File: src/rtl/mem_access_pkg.sv
// Shared constants for the memory-access stage: bus widths, reset level and load/store opcodes.
// Also holds the helpers that classify an ALU op as a load or a store.
package mem_access_pkg;

    localparam int RegBus     = 32;
    localparam int RegAddrBus = 5;
    localparam int AluOpBus   = 8;

    localparam logic                  RstEnable  = 1'b1;
    localparam logic [RegAddrBus-1:0] NOPRegAddr = '0;
    localparam logic [RegBus-1:0]     ZeroWord   = '0;

    localparam logic [AluOpBus-1:0] EXE_NOP_OP = 8'b0000_0000;
    localparam logic [AluOpBus-1:0] EXE_LB_OP  = 8'b1110_0000;
    localparam logic [AluOpBus-1:0] EXE_LH_OP  = 8'b1110_0001;
    localparam logic [AluOpBus-1:0] EXE_LW_OP  = 8'b1110_0011;
    localparam logic [AluOpBus-1:0] EXE_LBU_OP = 8'b1110_0100;
    localparam logic [AluOpBus-1:0] EXE_LHU_OP = 8'b1110_0101;
    localparam logic [AluOpBus-1:0] EXE_SB_OP  = 8'b1110_1000;
    localparam logic [AluOpBus-1:0] EXE_SH_OP  = 8'b1110_1001;
    localparam logic [AluOpBus-1:0] EXE_SW_OP  = 8'b1110_1011;

    function automatic logic is_load_op(input logic [AluOpBus-1:0] op);
        return (op == EXE_LB_OP)  || (op == EXE_LH_OP) || (op == EXE_LW_OP) ||
               (op == EXE_LBU_OP) || (op == EXE_LHU_OP);
    endfunction

    function automatic logic is_store_op(input logic [AluOpBus-1:0] op);
        return (op == EXE_SB_OP) || (op == EXE_SH_OP) || (op == EXE_SW_OP);
    endfunction

endpackage

File: src/rtl/mem_access_lsu_fmt.sv
// mem_lsu_fmt: combinational byte-lane select, store-data replication and load extraction.
// Half/word accesses use only addr[1] / no low bits, so misaligned addresses fold onto the aligned lanes.
module mem_lsu_fmt
    import mem_access_pkg::*;
(
    input  logic [AluOpBus-1:0] aluop,
    input  logic [1:0]          addr_lo,
    input  logic [RegBus-1:0]   reg2,
    input  logic [RegBus-1:0]   rdata,
    output logic [3:0]          sel,
    output logic [RegBus-1:0]   wdata,
    output logic [RegBus-1:0]   rdata_fmt,
    output logic                is_load,
    output logic                is_store
);

    logic [7:0]  byte_v;
    logic [15:0] half_v;
    logic [3:0]  byte_sel;
    logic [3:0]  half_sel;

    assign is_load  = is_load_op(aluop);
    assign is_store = is_store_op(aluop);

    always_comb begin
        byte_v = '0;
        case (addr_lo)
            2'b00:   byte_v = rdata[31:24];
            2'b01:   byte_v = rdata[23:16];
            2'b10:   byte_v = rdata[15:8];
            default: byte_v = rdata[7:0];
        endcase
        half_v   = addr_lo[1] ? rdata[15:0] : rdata[31:16];
        byte_sel = 4'b1000 >> addr_lo;
        half_sel = addr_lo[1] ? 4'b0011 : 4'b1100;
    end

    always_comb begin
        sel       = '0;
        wdata     = ZeroWord;
        rdata_fmt = ZeroWord;
        case (aluop)
            EXE_LB_OP: begin
                sel       = byte_sel;
                rdata_fmt = {{24{byte_v[7]}}, byte_v};
            end
            EXE_LBU_OP: begin
                sel       = byte_sel;
                rdata_fmt = {24'h0, byte_v};
            end
            EXE_LH_OP: begin
                sel       = half_sel;
                rdata_fmt = {{16{half_v[15]}}, half_v};
            end
            EXE_LHU_OP: begin
                sel       = half_sel;
                rdata_fmt = {16'h0, half_v};
            end
            EXE_LW_OP: begin
                sel       = '1;
                rdata_fmt = rdata;
            end
            EXE_SB_OP: begin
                sel   = byte_sel;
                wdata = {4{reg2[7:0]}};
            end
            EXE_SH_OP: begin
                sel   = half_sel;
                wdata = {2{reg2[15:0]}};
            end
            EXE_SW_OP: begin
                sel   = '1;
                wdata = reg2;
            end
            default: ;
        endcase
    end

endmodule

File: src/rtl/mem_access.sv
// mem_access: MEM stage; passes non-memory results through and runs one bus transaction per load/store.
// Optional MEM_ALIGN_CHECK_EN adds exc_misalign and suppresses misaligned half/word accesses.
module mem_access
    import mem_access_pkg::*;
(
    input  logic                  clk,
    input  logic                  Rst_n,
    input  logic [RegAddrBus-1:0] mem_wd,
    input  logic                  mem_wreg,
    input  logic [RegBus-1:0]     mem_wdata,
    input  logic [AluOpBus-1:0]   mem_aluop,
    input  logic [RegBus-1:0]     mem_addr,
    input  logic [RegBus-1:0]     mem_reg2,
    output logic [RegAddrBus-1:0] wb_wd,
    output logic                  wb_wreg,
    output logic [RegBus-1:0]     wb_wdata,
    output logic                  stallreq,
    output logic                  bus_req,
    output logic                  bus_we,
    output logic [RegBus-1:0]     bus_addr,
    output logic [3:0]            bus_sel,
    output logic [RegBus-1:0]     bus_wdata,
    input  logic                  bus_ack,
    input  logic [RegBus-1:0]     bus_rdata
`ifdef MEM_ALIGN_CHECK_EN
    ,
    output logic                  exc_misalign
`endif
);

    typedef enum logic [1:0] {IDLE, BUSY, DONE} state_t;

    state_t              state, state_nxt;
    logic [3:0]          fmt_sel;
    logic [RegBus-1:0]   fmt_wdata;
    logic [RegBus-1:0]   fmt_rdata;
    logic                is_load, is_store, is_mem;
    logic                misalign;
    logic [RegBus-1:0]   result;
    logic                in_reset;

    assign in_reset = (Rst_n == RstEnable);
    assign is_mem   = is_load | is_store;

    mem_lsu_fmt u_fmt (
        .aluop     (mem_aluop),
        .addr_lo   (mem_addr[1:0]),
        .reg2      (mem_reg2),
        .rdata     (bus_rdata),
        .sel       (fmt_sel),
        .wdata     (fmt_wdata),
        .rdata_fmt (fmt_rdata),
        .is_load   (is_load),
        .is_store  (is_store)
    );

`ifdef MEM_ALIGN_CHECK_EN
    always_comb begin
        misalign = 1'b0;
        case (mem_aluop)
            EXE_LH_OP, EXE_LHU_OP, EXE_SH_OP: misalign = mem_addr[0];
            EXE_LW_OP, EXE_SW_OP:             misalign = |mem_addr[1:0];
            default:                          misalign = 1'b0;
        endcase
    end
    assign exc_misalign = !in_reset && (state == IDLE) && misalign;
`else
    assign misalign = 1'b0;
`endif

    always_ff @(posedge clk) begin
        if (in_reset) begin
            state     <= IDLE;
            bus_req   <= 1'b0;
            bus_we    <= 1'b0;
            bus_addr  <= ZeroWord;
            bus_sel   <= '0;
            bus_wdata <= ZeroWord;
            result    <= ZeroWord;
        end else begin
            state <= state_nxt;
            case (state)
                IDLE: if (is_mem && !misalign) begin
                    bus_req   <= 1'b1;
                    bus_we    <= is_store;
                    bus_addr  <= {mem_addr[RegBus-1:2], 2'b00};
                    bus_sel   <= fmt_sel;
                    bus_wdata <= fmt_wdata;
                end
                BUSY: if (bus_ack) begin
                    bus_req <= 1'b0;
                    if (is_load) result <= fmt_rdata;
                end
                default: ;
            endcase
        end
    end

    // EX/MEM is held by stallreq, so mem_* still describe the pending op in BUSY and DONE.
    always_comb begin
        state_nxt = state;
        stallreq  = 1'b0;
        wb_wd     = mem_wd;
        wb_wreg   = mem_wreg;
        wb_wdata  = mem_wdata;
        if (in_reset) begin
            state_nxt = IDLE;
            wb_wd     = NOPRegAddr;
            wb_wreg   = 1'b0;
            wb_wdata  = ZeroWord;
        end else begin
            case (state)
                IDLE: if (is_mem) begin
                    wb_wreg  = 1'b0;
                    wb_wdata = ZeroWord;
                    if (!misalign) begin
                        stallreq  = 1'b1;
                        state_nxt = BUSY;
                    end
                end
                BUSY: begin
                    stallreq = 1'b1;
                    wb_wreg  = 1'b0;
                    wb_wdata = ZeroWord;
                    if (bus_ack) state_nxt = DONE;
                end
                DONE: begin
                    wb_wreg   = is_load;
                    wb_wdata  = is_load ? result : ZeroWord;
                    state_nxt = IDLE;
                end
                default: state_nxt = IDLE;
            endcase
        end
    end

endmodule

File: config.mk
export PLATFORM = sky130hd
export DESIGN_NAME = mem_access
export DESIGN_NICKNAME = d
export VERILOG_FILES = /design/src/rtl/mem_access_pkg.sv /design/src/rtl/mem_access_lsu_fmt.sv /design/src/rtl/mem_access.sv
export SDC_FILE = /design/constraint.sdc
export NUM_CORES = 1
export LEC_CHECK = 0
export BUFFER_PORTS_ARGS = -buffer_cell sky130_fd_sc_hd__clkbuf_2
export CORE_ASPECT_RATIO = 0.75
export CORE_MARGIN = 10
export CORE_UTILIZATION = 50
export CTS_CLUSTER_SIZE = 30
export DETAILED_ROUTE_END_ITERATION = 7
export PLACE_DENSITY = 0.89
export SLEW_MARGIN = 0
export SYNTH_ARGS = -nofsm -noshare
export SYNTH_HDL_FRONTEND = slang
export SYNTH_SLANG_ARGS = --single-unit
File: constraint.sdc
create_clock -name clk -period 3.8 [get_ports clk]
set_clock_uncertainty 0.1 [all_clocks]
set_input_delay 0.57 -clock clk [delete_from_list [all_inputs] [get_ports clk]]
set_output_delay 0.57 -clock clk [all_outputs]
set_load 0.03 [all_outputs]
==> results of run 1 <==
-- path summary, 6_finish.rpt --
kind	slack (ns)	end	start	depth (start not counted)
max	0.89	wb_wdata[25]	state[1]	5
min reg2reg	0.36	bus_addr[30]	bus_addr[30]	2
min	0.34	bus_addr[14]	mem_addr[14]	3
max reg2reg	1.58	result[24]	state[0]	4
-- registers in the layout, summed over array words and instances, names as in the netlist --
name,flops
bus_addr,30
bus_req,1
bus_sel,4
bus_wdata,32
bus_we,1
result,32
state,2
-- critical path: cells and delay by family (launching register included) --
family                 cells  cell delay (ns)
and+or+nand+nor            1             0.41
buffers and inverters      2             0.57
AOI/OAI and AO/OA          2             0.51
DFF                        1             0.40
-- power breakdown --
part	leakage [nW]	switching, W	internal [W]
sequential	0.822	0.00000260	0.00107
combinational	1.89	0.000215	0.000146
clock	0.145	0.000404	0.000532
-- cell usage after synthesis (all sizes together) (2+ instances only) --
| cell type | number | share of area, % |
|---|---|---|
| mux2 | 6 | 1.3 |
| o211ai | 8 | 1.2 |
| clkbuf | 23 | 1.7 |
| nor2b | 8 | 0.96 |
| nand3 | 28 | 2.7 |
| inv | 4 | 0.29 |
| mux2i | 19 | 3.6 |
| or3b | 2 | 0.38 |
| and3 | 8 | 0.96 |
| a222oi | 6 | 1.2 |
| dfxtp | 102 | 39 |
| a21o | 2 | 0.31 |
| a211oi | 32 | 5.1 |
| nor2 | 49 | 3.5 |
| a22oi | 2 | 0.29 |
| buf | 37 | 4.7 |
| a22o | 54 | 9.8 |
| o21ai | 4 | 0.38 |
| o2bb2ai | 8 | 1.3 |
| nand2b | 3 | 0.50 |
| a21oi | 71 | 6.8 |
| nor3 | 9 | 0.86 |
| nand2 | 125 | 9.0 |
| and4 | 2 | 0.34 |
| a2111oi | 2 | 1.1 |
-- cell families after synthesis --
| kind of cell | after synthesis | share of synthesized area [%] |
|---|---|---|
| AND/OR/NAND/NOR | 241 | 20.5 |
| AO/OA/AOI/OAI | 194 | 28.3 |
| flip-flops | 102 | 39.1 |
| other | 1 | 0.0719 |
| multiplexers | 26 | 5.37 |
| buffers and inverters | 64 | 6.59 |
-- per-layer routing --
layer	wire length [um]	up-vias
li1	-	2677
met1	6730	2474
met2	8170	230
met3	2100	21
met4	257	0
met5	0	-
-- stage by stage --
stage                     utilization, %  cells  hold WS [ns]
after floorplan                        -    629         0.371
final                               65.6    983         0.344
after global routing                65.6    983         0.345
after global placement              62.6    967         0.338
after detailed placement            62.6    967         0.344
after CTS                           65.6    983         0.333
-- final cells by class --
type	count	area, um^2	area share [%]
multi-input combinational	463	2850	42.3
sequential	102	2040	30.4
timing repair buffer	262	1340	19.9
clock buffer	10	239	3.55
tap	136	170	2.53
clock inverter	6	71.3	1.06
inverter	4	15.0	0.223
==> key figures, run 1 <==
Synthesis
  – Cell variety after synth: 50
  – EDFF count, synth: 0
  – Post-synthesis register bit count: 102
  – Sequential fraction of the synthesis area: 39.1%
  – Synth Area per Inst: 8.31 um^2
  – Main flop type after synthesis: sky130_fd_sc_hd__dfxtp_1
  – Synth async-reset ratio: 0%
  – Warnings, synthesis: 0
  – Netlist Area Pre-Place: 0.00522 mm^2
  – Cells after synthesis: 628

Detailed routing
  – First drt pass iteration count: 5
  – Routed wire per std cell: 17.6 um
  – Remaining design rule violation count: 0
  – Via count normalized by instance count: 5.50
  – Residual antenna-violating net count after detailed routing: 0
  – Total number of vias: 5,402
  – First DRT Iteration DRCs: 334
  – Wirelength, routed: 17.3 mm

Floorplanning
  – Count of standard-cell rows: 32
  – Die area: 0.0150 mm^2
  – Die extent in y: 108 um
  – Starting utilization of the core area: 50.9%
  – Core outline area: 0.0102 mm^2
  – Top-level I/O count: 254
  – Horiz. Die Dim: 138 um

Worst hold path
  – Hold Crit Class: primary input to flop

STA
  – RSZ-0062 raised after global routing: no
  – Setup ws final: 0.888 ns
  – Number of pins exceeding their max-slew limit in the final report: 0
  – Achievable frequency: 343 MHz
  – Slew at the pin closest to its max-slew limit: 0.821 ns
  – Slew Limit Headroom: 45.1%
  – Fin crit period: 2.91 ns
  – Final setup violation count: 0
  – Setup tns final: 0 ns
  – Final hold violations: 0
  – Crit share post-route: 76.6%

Clock network
  – Number of buffers added to fix hold violations after cts: 0
  – Clock network latency to the later pin of the worst-skew pair: 0.34 ns
  – Count of clock tree sinks: 102
  – Clock root buffer master: sky130_fd_sc_hd__clkbuf_16
  – H-tree depth reported by CTS: 3
  – Cts bufs inserted: 9
  – Clock-pin transition on the worst setup and hold timing paths: 0.07 ns
  – Longest Clk Path Bufs: 2
  – TritonCTS clock tree: yes
  – Number of buffers inserted to repair setup after CTS: 0
  – Number of resized instances in the post-cts repair step: 0

GRT
  – Via count of the first global-routing pass: 5,212
  – Met2 routing resource usage after global routing: 35.5%
  – Met1 track demand over resource: 25.9%
  – Number of antenna violations at the first check in global routing: 0
  – Total gr overflow: 0
  – Pin count of the biggest net entering global routing: 69
  – Most used routing layer: met2
  – Global routing met3 resource utilization: 8.94%
  – Wire length of the first global-routing pass: 26.3 mm
  – Global-route usage over all layers: 21.7%

Power
  – Design Power: 0.00237 W
  – Power density of the placed cells: 353 mW/mm^2
  – Lkg Pwr: 2.86 nW
  – Peak supply drop: 0.239 mV

Worst setup path
  – Critical path class: flop to primary output
  – Ordered cell list for the critical path: or3b_4 > a2111oi_4 > buf_4 > a22o_2 > clkbuf_2
  – Kind of end point of the critical path: primary output
  – CP max-delay cell: sky130_fd_sc_hd__or3b_4
  – Startpoint types: flop
  – Critical path data required time: 3.13 ns
  – Arrival time of data at the critical path endpoint: 2.24 ns
  – Largest fanout on the critical path: 33
  – Stage delay of the slowest cell on the critical path: 0.41 ns

Final layout
  – N_diodes: 0
  – Most frequent standard cell in the layout excluding fill and tap cells: sky130_fd_sc_hd__clkbuf_2
  – Layout area overhead: 28.9%
  – Share of cells above drive strength 1: 39.0%
  – Most used cells in the layout excluding fill and tap cells: sky130_fd_sc_hd__clkbuf_2 (250), sky130_fd_sc_hd__nand2_1 (125), sky130_fd_sc_hd__dfxtp_1 (102)
  – Post-Layout Inst Area: 0.00672 mm^2
  – Number of filler cells placed in the layout: 915
  – Nets: 987

Place
  – Dpl cell area: 0.00641 mm^2
  – Buffers added on ports: 251
  – Pre-CTS setup slack: 0.971 ns
  – Final HPWL from detailed placement: 13.3 mm
  – Last weighted congestion value of the routability-driven placer: 0.947

Run
  – Max capacitance violation total: 0

Run status
  – Status: finished, final reports clean
Power figures use the tool's default switching activity.
==> run 2: changes to the inputs <==
--- a/config.mk
+++ b/config.mk
@@ -8,10 +8,10 @@
 export BUFFER_PORTS_ARGS = -buffer_cell sky130_fd_sc_hd__clkbuf_2
 export CORE_ASPECT_RATIO = 0.75
 export CORE_MARGIN = 10
-export CORE_UTILIZATION = 50
+export CORE_UTILIZATION = 47
 export CTS_CLUSTER_SIZE = 30
 export DETAILED_ROUTE_END_ITERATION = 7
-export PLACE_DENSITY = 0.89
+export PLACE_DENSITY = 0.84
 export SLEW_MARGIN = 0
 export SYNTH_ARGS = -nofsm -noshare
 export SYNTH_HDL_FRONTEND = slang
==> constraint.sdc (replaced) <==
create_clock -name clk -period 2.9 [get_ports clk]
set_clock_uncertainty 0.1 [all_clocks]
set_input_delay 0.435 -clock clk [delete_from_list [all_inputs] [get_ports clk]]
set_output_delay 0.435 -clock clk [all_outputs]
set_load 0.03 [all_outputs]
==> key figures, run 2 (synthesized netlist as in run 1, its figures left out) <==
Run status
  – Status: finished, final reports clean

Worst setup path
  – Critical path class: flop to primary output
  – Arrival time of data at the critical path endpoint: 2.27 ns (+0.03 ns)
  – Critical path data required time: 2.37 ns (-0.76 ns)
  – Kind of end point of the critical path: primary output
  – Crit Reg-Reg Startpoint: state[0]
  – Crit path from: state[1]
  – Largest fanout on the critical path: 22 (-33%)
  – Startpoint types: flop

Floorplanning
  – Die area: 0.0158 mm^2 (+5.3%)
  – Die extent in y: 111 um (+2.6%)
  – Top-level I/O count: 254 (unchanged)
  – Count of standard-cell rows: 33 (+3.1%)
  – Core outline area: 0.0109 mm^2 (+6.3%)
  – Horiz. Die Dim: 142 um (+2.7%)
  – Starting utilization of the core area: 47.9% (-3.0 points)

GRT
  – Global-route usage over all layers: 21.7% (+0.056 points)
  – Met1 track demand over resource: 25.6% (-0.28 points)
  – Most used routing layer: met2
  – Global routing met3 resource utilization: 8.78% (-0.17 points)
  – Via count of the first global-routing pass: 5,360 (+2.8%)
  – Number of antenna violations at the first check in global routing: 0 (unchanged)
  – Met2 routing resource usage after global routing: 35.5% (+0.072 points)
  – Total gr overflow: 0 (unchanged)
  – Pin count of the biggest net entering global routing: 69 (unchanged)
  – Wire length of the first global-routing pass: 28.3 mm (+7.5%)

STA
  – Slew at the pin closest to its max-slew limit: 0.831 ns (+0.0103 ns)
  – Final hold violations: 0 (unchanged)
  – Final setup violation count: 0 (unchanged)
  – Crit share post-route: 96.7%
  – Slew Limit Headroom: 44.2% (-0.94 points)
  – Setup tns final: 0 ns (unchanged)
  – Number of pins exceeding their max-slew limit in the final report: 0 (unchanged)
  – Achievable frequency: 357 MHz
  – RSZ-0062 raised after global routing: no
  – Fin crit period: 2.80 ns

Final layout
  – Layout area overhead: 29.8%
  – Largest registers ranked by flip-flop count: bus_wdata (32), result (32), bus_addr (30)
  – Most frequent standard cell in the layout excluding fill and tap cells: sky130_fd_sc_hd__clkbuf_2
  – Most used cells in the layout excluding fill and tap cells: sky130_fd_sc_hd__clkbuf_2 (250), sky130_fd_sc_hd__nand2_1 (125), sky130_fd_sc_hd__dfxtp_1 (102)
  – Final core area utilization: 62.1% (-3.5 points)
  – N_diodes: 0 (unchanged)
  – Post-Layout Inst Area: 0.00677 mm^2 (+0.74%)
  – Share of cells above drive strength 1: 39.5% (+0.57 points)
  – Number of filler cells placed in the layout: 996 (+8.9%)
  – Count of placed standard cells in the final layout, fillers left out: 995 (+1.2%)
  – Nets: 995 (+0.81%)

Clock network
  – Count of clock tree sinks: 102 (unchanged)
  – H-tree depth reported by CTS: 3 (unchanged)
  – Cts bufs inserted: 9 (unchanged)
  – Clock-pin transition on the worst setup and hold timing paths: 0.07 ns (about the same)
  – Longest Clk Path Bufs: 2 (unchanged)
  – Clock root buffer master: sky130_fd_sc_hd__clkbuf_16
  – Number of buffers inserted to repair setup after CTS: 0 (unchanged)
  – Number of resized instances in the post-cts repair step: 0 (unchanged)
  – TritonCTS clock tree: yes
  – Number of buffers added to fix hold violations after cts: 0 (unchanged)
  – Clock network latency to the later pin of the worst-skew pair: 0.34 ns (about the same)

Power
  – Power density of the placed cells: 449 mW/mm^2 (+27%)
  – Lkg Pwr: 2.90 nW (+1.3%)
  – Design Power: 0.00304 W (+28%)
  – Peak supply drop: 0.328 mV (+37%)

Place
  – Buffers added on ports: 251 (unchanged)
  – Final HPWL from detailed placement: 14.2 mm (+6.6%)
  – Number of placed instances with taps included: 979 (+1.2%)
  – Dpl cell area: 0.00649 mm^2 (+1.2%)
  – Last weighted congestion value of the routability-driven placer: 0.926 (-2.2%)

Detailed routing
  – Remaining design rule violation count: 0 (unchanged)
  – Routed wire per std cell: 18.3 um (+4.1%)
  – Total number of vias: 5,559 (+2.9%)
  – Via count normalized by instance count: 5.59 (+1.7%)
  – Residual antenna-violating net count after detailed routing: 0 (unchanged)
  – First drt pass iteration count: 8 (+3)
  – Wirelength, routed: 18.2 mm (+5.4%)
  – First DRT Iteration DRCs: 459 (+37%)

Run
  – Max capacitance violation total: 0 (unchanged)

Worst hold path
  – Hold Startpoint: mem_addr[16]
  – Hold Crit Class: primary input to flop
==> run 2: layer usage <==
layer,vias up,share of wire (%)
li1,2696,-
met1,2549,39
met2,285,48
met3,29,12
met4,0,1.9
met5,-,0
==> run 2: final cells by class <==
type | instances | area [um^2] | share of cell area, %
clock inverters | 7 | 57.6 | 0.850
well taps | 140 | 175 | 2.59
repair buffers | 270 | 1410 | 20.9
inverters | 4 | 15.0 | 0.222
flip-flops and latches | 102 | 2040 | 30.1
clock buffers | 9 | 225 | 3.32
multi-input cells | 463 | 2850 | 42.0
==> run 2: final timing paths <==
check / to / slack, ns / depth (start not counted)
max: wb_wdata[24] / 0.1 / 5
min: bus_addr[16] / 0.21 / 3
max reg2reg: result[10] / 0.82 / 4
min reg2reg: bus_wdata[30] / 0.35 / 2
==> run 2: worst max-delay path, cell delays in order (launching register included) <==
cell	delay, ns
sky130_fd_sc_hd__dfxtp_1	0.44
sky130_fd_sc_hd__or3b_4	0.42
sky130_fd_sc_hd__a2111oi_4	0.35
sky130_fd_sc_hd__buf_4	0.32
sky130_fd_sc_hd__a22o_2	0.19
sky130_fd_sc_hd__clkbuf_2	0.20
==> run 2: report_power, final <==
part | internal, W | switching (W) | leakage, nW | total [W]
Combinational | 0.000197 | 0.000291 | 1.94 | 0.000487
Sequential | 0.00141 | 0.00000356 | 0.822 | 0.00141
Clock | 0.000594 | 0.000551 | 0.134 | 0.00115
==> run 2: stage by stage <==
step	worst slack (ns)	hold slack, ns
after detailed placement	0.357	0.345
after global routing	0.0119	0.197
after CTS	0.101	0.200
after global placement	0.400	0.340
final	0.0961	0.211
after floorplan	0.656	0.371
